==> src/rtl/cook_timer_core.sv <==
// Oven cook timer: accepts LOAD/START/PAUSE/CLEAR commands, counts mm:ss down on a
// prescaled tick, pulses done at 0:00 and flashes the end-of-cook LED before reloading.
module cook_timer_core #(
  parameter int TICK_DIV    = 100000000,
  parameter int FLASH_TICKS = 10
) (
  input  logic       clk,
  input  logic       rst_n,
  input  logic       cmd_valid,
  output logic       cmd_ready,
  input  logic [1:0] cmd,
  input  logic [6:0] load_min,
  input  logic [5:0] load_sec,
  output logic [6:0] rem_min,
  output logic [5:0] rem_sec,
  output logic       running,
  output logic       flash,
  output logic       done,
  output logic       cmd_err
);

  localparam int PW = $clog2(TICK_DIV);
  localparam int FW = $clog2(FLASH_TICKS + 1);
  localparam logic [PW-1:0] TICK_LAST  = PW'(TICK_DIV - 1);
  localparam logic [FW-1:0] FLASH_LAST = FW'(FLASH_TICKS - 1);

  localparam logic [1:0] CMD_LOAD  = 2'b00;
  localparam logic [1:0] CMD_START = 2'b01;
  localparam logic [1:0] CMD_PAUSE = 2'b10;
  localparam logic [1:0] CMD_CLEAR = 2'b11;

  typedef enum logic [2:0] {IDLE, LOADED, RUN, PAUSED, FLASH} state_t;

  state_t          state, state_n;
  logic [6:0]      set_min, set_min_n, rem_min_n;
  logic [5:0]      set_sec, set_sec_n, rem_sec_n;
  logic [PW-1:0]   prescaler, prescaler_n;
  logic [FW-1:0]   flash_cnt, flash_cnt_n;
  logic            flash_n, done_n, cmd_err_n;

  logic            accept, tick, rem_zero, dec_zero;
  logic [6:0]      clamp_min, dec_min;
  logic [5:0]      clamp_sec, dec_sec;

  assign accept    = cmd_valid && cmd_ready;
  assign tick      = ((state == RUN) || (state == FLASH)) && (prescaler == TICK_LAST);
  assign clamp_min = (load_min > 7'd99) ? 7'd99 : load_min;
  assign clamp_sec = (load_sec > 6'd59) ? 6'd59 : load_sec;
  assign rem_zero  = (rem_min == 7'd0) && (rem_sec == 6'd0);
  assign dec_min   = ((rem_sec == 6'd0) && (rem_min != 7'd0)) ? rem_min - 7'd1 : rem_min;
  assign dec_sec   = (rem_sec == 6'd0) ? ((rem_min != 7'd0) ? 6'd59 : 6'd0) : rem_sec - 6'd1;
  assign dec_zero  = (dec_min == 7'd0) && (dec_sec == 6'd0);
  assign running   = (state == RUN);

  always_ff @(posedge clk or negedge rst_n) begin
    if (!rst_n) begin
      state     <= IDLE;
      set_min   <= '0;
      set_sec   <= '0;
      rem_min   <= '0;
      rem_sec   <= '0;
      prescaler <= '0;
      flash_cnt <= '0;
      flash     <= 1'b0;
      done      <= 1'b0;
      cmd_err   <= 1'b0;
      cmd_ready <= 1'b0;
    end else begin
      state     <= state_n;
      set_min   <= set_min_n;
      set_sec   <= set_sec_n;
      rem_min   <= rem_min_n;
      rem_sec   <= rem_sec_n;
      prescaler <= prescaler_n;
      flash_cnt <= flash_cnt_n;
      flash     <= flash_n;
      done      <= done_n;
      cmd_err   <= cmd_err_n;
      cmd_ready <= 1'b1;
    end
  end

  always_comb begin
    state_n     = state;
    set_min_n   = set_min;
    set_sec_n   = set_sec;
    rem_min_n   = rem_min;
    rem_sec_n   = rem_sec;
    prescaler_n = prescaler;
    flash_cnt_n = flash_cnt;
    flash_n     = flash;
    done_n      = 1'b0;
    cmd_err_n   = 1'b0;

    if ((state == RUN) || (state == FLASH))
      prescaler_n = tick ? '0 : prescaler + 1'b1;

    case (state)
      IDLE, LOADED, PAUSED: begin
        if (accept) begin
          case (cmd)
            CMD_LOAD: begin
              set_min_n = clamp_min;
              set_sec_n = clamp_sec;
              rem_min_n = clamp_min;
              rem_sec_n = clamp_sec;
              state_n   = LOADED;
            end
            CMD_START: begin
              if (state == PAUSED) begin
                state_n = RUN;
              end else if ((state == LOADED) && !rem_zero) begin
                state_n     = RUN;
                prescaler_n = '0;
              end else begin
                cmd_err_n = 1'b1;
              end
            end
            CMD_PAUSE: cmd_err_n = 1'b1;
            default: ;
          endcase
        end
      end
      RUN: begin
        if (tick) begin
          rem_min_n = dec_min;
          rem_sec_n = dec_sec;
          if (dec_zero) begin
            state_n     = FLASH;
            done_n      = 1'b1;
            flash_n     = 1'b1;
            flash_cnt_n = '0;
          end
        end
        // A PAUSE that collides with the final decrement is dropped silently.
        if (accept) begin
          if ((cmd == CMD_LOAD) || (cmd == CMD_START))
            cmd_err_n = 1'b1;
          else if ((cmd == CMD_PAUSE) && !(tick && dec_zero))
            state_n = PAUSED;
        end
      end
      FLASH: begin
        if (tick) begin
          if (flash_cnt == FLASH_LAST) begin
            flash_n     = 1'b0;
            flash_cnt_n = '0;
            rem_min_n   = set_min;
            rem_sec_n   = set_sec;
            state_n     = LOADED;
          end else begin
            flash_n     = !flash;
            flash_cnt_n = flash_cnt + 1'b1;
          end
        end
        if (accept && (cmd != CMD_CLEAR))
          cmd_err_n = 1'b1;
      end
      default: state_n = IDLE;
    endcase

    if (accept && (cmd == CMD_CLEAR)) begin
      state_n     = IDLE;
      set_min_n   = '0;
      set_sec_n   = '0;
      rem_min_n   = '0;
      rem_sec_n   = '0;
      prescaler_n = '0;
      flash_cnt_n = '0;
      flash_n     = 1'b0;
      done_n      = 1'b0;
      cmd_err_n   = 1'b0;
    end
  end

endmodule

==> config.mk <==
export PLATFORM = sky130hd
export DESIGN_NAME = cook_timer_core
export DESIGN_NICKNAME = d
export VERILOG_FILES = /design/src/rtl/cook_timer_core.sv
export SDC_FILE = /design/constraint.sdc
export NUM_CORES = 1
export LEC_CHECK = 0
export ABC_AREA = 1
export ABC_CLOCK_PERIOD_IN_PS = 2650
export BUFFER_PORTS_ARGS = -buffer_cell sky130_fd_sc_hd__buf_2
export CAP_MARGIN = 20
export CORE_AREA = 4 4 103 105
export DETAILED_ROUTE_END_ITERATION = 16
export DIE_AREA = 0 0 107 109
export PLACE_DENSITY = 0.7
export SYNTH_ARGS = -nofsm -noshare
export SYNTH_HDL_FRONTEND = slang
export SYNTH_SLANG_ARGS = --single-unit
export TNS_END_PERCENT = 50
==> constraint.sdc <==
create_clock -name clk -period 2.65 [get_ports clk]
set_input_delay 0.1325 -clock clk [delete_from_list [all_inputs] [get_ports clk]]
set_output_delay 0.1325 -clock clk [all_outputs]
set_load 0.005 [all_outputs]
# == Yosys cells after proc, flatten, opt, wreduce, memory -nomap -nowiden ==
# Cells that the tools add are included.
# classes
mux,69
magnitude_cmp,2
n_addsub,4
reduce_logical,32
eq_ne,18
# ops
cell,count
$mux W27,8
$mux W7,10
$mux W6,11
$mux W3,11
$add A27 B1 Y27 const B,1
$eq A27 B27 Y1 const B,1
$pmux W7 S3,1
$mux W4,5
$pmux W6 S3,1
$mux W1,16
$logic_not A7 Y1,2
$logic_not A6 Y1,2
$logic_and A1 B1 Y1,10
$ne A3 B1 Y1 const B,3
$pmux W3 S3,1
$pmux W4 S2,1
$gt A7 B7 Y1 const B,1
$reduce_bool A7 Y1,1
$sub A7 B1 Y7 const B,1
$eq A3 B2 Y1 const B,2
$gt A6 B6 Y1 const B,1
$ne A3 B3 Y1 const B,2
$pmux W3 S2,1
$reduce_and A6 Y1,1
24 further kinds,31
# totals
reg_bits,64
inputBits,18
out_inout_bits,18
elab_cells,136

# == Logic depth before layout (Yosys ltp) ==
# logic_depth
ltp_word,13
ltp_mapped,17
depth_no_buf,17

# == Least setup slack after synthesis ==
# OpenSTA, ideal clock, no wires.
# synth_timing
kind,register -> register
from,reg rem_min[0]
to,reg prescaler[18]
n_path_buf,1
t_arrival_ns,1.858
setup_ns,0.123
path_slack_ns,0.668
synth_period_minus_slack_ns,1.982
stages_incl_launch_ff,14
required_ns,2.527
path_cell_list,dfrtp_1 inv_1 ha_1 inv_1 nor2_1 inv_1 nor2_1 nand2_2 nand2_2 nor4_1 nor2_4 clkinv_2 buf_6 a21oi_1
# synth_between
elab_chain_cells,10
# synth_rtl
item,line,source
from (decl),14,"output logic [6:0] rem_min,"
from (signal assigned),72,rem_min <= rem_min_n;
$logic_not A7 Y1,49,assign rem_zero = (rem_min == 7'd0) && (rem_sec == 6'd0);
$logic_and A1 B1 Y1,49,
$logic_not A1 Y1,112,end else if ((state == LOADED) && !rem_zero) begin
$logic_and A1 B1 Y1,112,
$mux W27,112,
$mux W27,110,if (state == PAUSED) begin
$mux W27,101,case (cmd)
$mux W27,100,if (accept) begin
$mux W27,98,case (state)
$mux W27,162,if (accept && (cmd == CMD_CLEAR)) begin
named net prescaler_n[18],37,"logic [PW-1:0] prescaler, prescaler_n;"
to (signal assigned),74,prescaler <= prescaler_n;
to (decl),37,
# The timed path passes the listed nets, and every way through them passes these cells.
# A chain may end at the register's enable or synchronous reset.

# == Worst setup path after layout ==
# layout_timing
from,reg rem_min[0]
to,reg prescaler[3]
# Same word-level chain as after synthesis.

==> metrics.md <==
| Metric | Value |
|---|---|
| Status | finished, final reports clean |
| Synthesis-to-layout area growth | 13.9% |
| Die area | 0.0117 sq mm |
| TritonRoute pass-1 iters | 5 |
| Later-pin clock latency in the skew report | 360 ps |
| Max Transition Viols Final | 0 |
| Reg-to-reg setup timing slack | 300 ps |
| Yosys reg bits | 64 |
| DRC Markers | 0 |
| Total CTS buffers | 9 |
| Synth cell types | 47 |
| # rows | 36 |
| Tmin final | 2350 ps |
| Lkg Pwr | 2.40 nW |
| H-tree levels | 3 |
| Chip width | 107 microns |
| Type of the tightest min-delay check | input pin to flop |
| Syn_nets | 650 |
| Total power | 0.00477 W |
| Nets | 692 |
| First-pass GRT wire length | 18.6 mm |
| Max-Cap Viols | 0 |
| Post-CTS Setup Bufs | 0 |
| RR Endpoint | prescaler[3] |
| DR vias | 4220 |
| Worst-path fanout max | 14 |
| FMAX | 426 MHz |
| Final wirelength | 11.1 mm |
| Critical Path AT | 2620 ps |
| R2r startpoint | rem_min[0] |
| GP Congestion | 0.914 |
| Core ar. | 0.00964 sq mm |
| First DRT Iteration DRCs | 271 |
| Dpl hpwl | 8.40 mm |
| Layout cells sized above 1 | 13.3% |
| Mean Syn Cell Area | 6.95 sq um |
| Final cycle utilization of the critical path | 88.6% |
| Worst Hold Launch | load_sec[5] |
| Top cell type's share of synthesized area | 37.1% |
| Ranking of synthesized cells by area | dfrtp_1 37%, nand2_1 15%, inv_1 6.7% |
| Clock-pin transition on the worst setup and hold timing paths | 80 ps |
| Die H | 109 microns |
| Crit path launch type | flop |
| PD cells | 972 mW/mm^2 |
| Worst Setup End Kind | flop |
| Reg2Reg Depth | 12 |
| CTS Sinks | 64 |
| Peak supply drop | 493 uV |
| Cell Area, Synth | 0.00431 sq mm |
| Pin count of the biggest net entering global routing | 35 |
| Fraction of registers with async set/reset | 100% |
| Worst Hold End | set_sec[5] |
| Initial core utilization | 44.7% |
| Most common cell after layout, fill and taps aside | nand2_1 |
| GR Overflow Total | 0 |
| Worst setup path category | flop to flop |
| Commonest non-fill, non-tap cells in the layout | 171 x nand2_1, 77 x inv_1, 69 x nor2_1, 64 x dfrtp_1, 50 x nand3_1 |
| Setup TNS | 0 ps |
| IO Pins | 36 |
| Final setup violation count | 0 |
| Seq/Total Area, Yosys | 37.1% |
| Relative slew margins | 50.9% |
| Top_reg_cell synth | dfrtp_1 |
| CTS tree | built |
| EDFF count, synth | 0 |
| CTS Root Cell | clkbuf_8 |
| Fillers | 1015 |
| Vias per inst | 5.28 |
| Final Hold Viols | 0 |
| Yosys top cell by area | dfrtp_1 |
| Hold path depth | 3 |
| RSZ-0062 raised after global routing | no |
| Slew at the pin closest to its max-slew limit | 737 ps |
| Longest Clk Path Bufs | 2 |
| Total track usage | 20.1% |
| # diodes | 0 |
| Initial antenna violation count | 0 |
| Clock skew | 14.1 ps |
| Data required, critical path | 2920 ps |
| Post-Syn Instances | 620 |
| Yosys synthesis warning count | 0 |
| Drt wl/cell | 13.8 microns |
| Detail Route Antenna Nets | 0 |
| Vias in the first global route | 3909 |
| Port Buf Inserts | 35 |
## how the worst max path moves through the flow
stage / from / end
after global placement: rem_min[0] / prescaler[3]
final: rem_min[0] / prescaler[3]
after detailed placement: rem_min[0] / prescaler[14]
after CTS: rem_min[0] / prescaler[14]
after floorplan: rem_min[0] / prescaler[18]
after global routing: rem_min[0] / flash
## repair_timing
action,4_1_cts,5_1_grt
hold endpoints to repair,30,0
gates resized for setup,0,1
hold buffers,1,0
endpoints found under the setup margin,0,4
## worst max-delay path, stage by stage (launching register included)
cell and delay (ps):
dfrtp_1 410, inv_1 170, ha_1 180, inv_1 40, nor2_1 110, inv_1 50
nor2_1 210, nand2_2 120, nand2_2 140, nor4_2 90, nor2_4 270, clkinv_2 250
nor3b_1 220
## area by class of cell
class	count	area [sq um]	area share, %
Clock buffer	11	151	3.08
Timing Repair Buffer	44	258	5.25
Multi-Input combinational cell	464	2360	48.0
Tap cell	133	166	3.39
Inverter	79	298	6.07
Sequential cell	64	1600	32.6
Clock inverter	5	78.8	1.61
## synthesized netlist by cell type, types with 2 or more instances
cell,instances
nor4_2,2
nand2_4,2
nand4_1,6
nor3_1,21
nor2_2,5
o311ai_0,4
nand2_1,171
ha_1,12
buf_1,2
clkbuf_1,7
nor3_2,2
nor4_1,4
a21oi_1,24
o31ai_1,2
or2_2,4
o211ai_1,2
xor2_1,11
dfrtp_1,64
a22oi_1,7
xnor2_1,2
o21ai_1,6
buf_2,2
nand2_2,4
nor2_1,69
nor2_4,3
inv_1,77
o21ai_0,35
nand3_1,50
a31oi_1,2
## state kept, by name, indices dropped and copies added, names as in the netlist
name       flops
prescaler     27
rem_min        7
set_min        7
rem_sec        6
set_sec        6
flash_cnt      4
state          3
cmd_err        1
cmd_ready      1
done           1
flash          1
## report_power, final
part / switching (W) / internal [W] / leakage (nW) / total, W
Combinational: 0.00145 / 0.000789 / 1.45 / 0.00224
Sequential: 0.000281 / 0.00127 / 0.834 / 0.00155
Clock: 0.000407 / 0.000579 / 0.119 / 0.000986
## through the flow
step           utilization (%)  hold WS (ps)  std cells  cell area (sq um)  setup WS, ps
4_1_cts                   50.9          56.4        800               4900           229
5_1_grt                   50.9          74.2        800               4910          11.7
3_3_place_gp              48.4           243        783               4660           370
2_1_floorplan                -          -163        620               4310           668
6_report                  50.9          67.9        800               4910           303
3_5_place_dp              48.4           248        783               4660           265
## metal layers
metal	share of wire [%]	track usage, %	wire length (microns)
met5	0	0	0
met4	2.3	8.22	258
met3	6.1	3.97	673
met2	44	30.8	4820
met1	48	27.8	5300
## logic make-up (layout without fill, tap and decap cells)
| kind of cell | after synthesis | after routing | synth area share (%) |
|---|---|---|---|
| simple gates | 350 | 350 | 36.6 |
| buf+inv | 92 | 139 | 8.36 |
| compound gates | 88 | 88 | 11.7 |
| flops | 64 | 64 | 37.1 |
| xor+xnor | 13 | 13 | 2.64 |
| fa+ha+maj | 12 | 12 | 3.48 |
| other cells | 1 | 1 | 0.0870 |
Power figures use the tool's default switching activity.
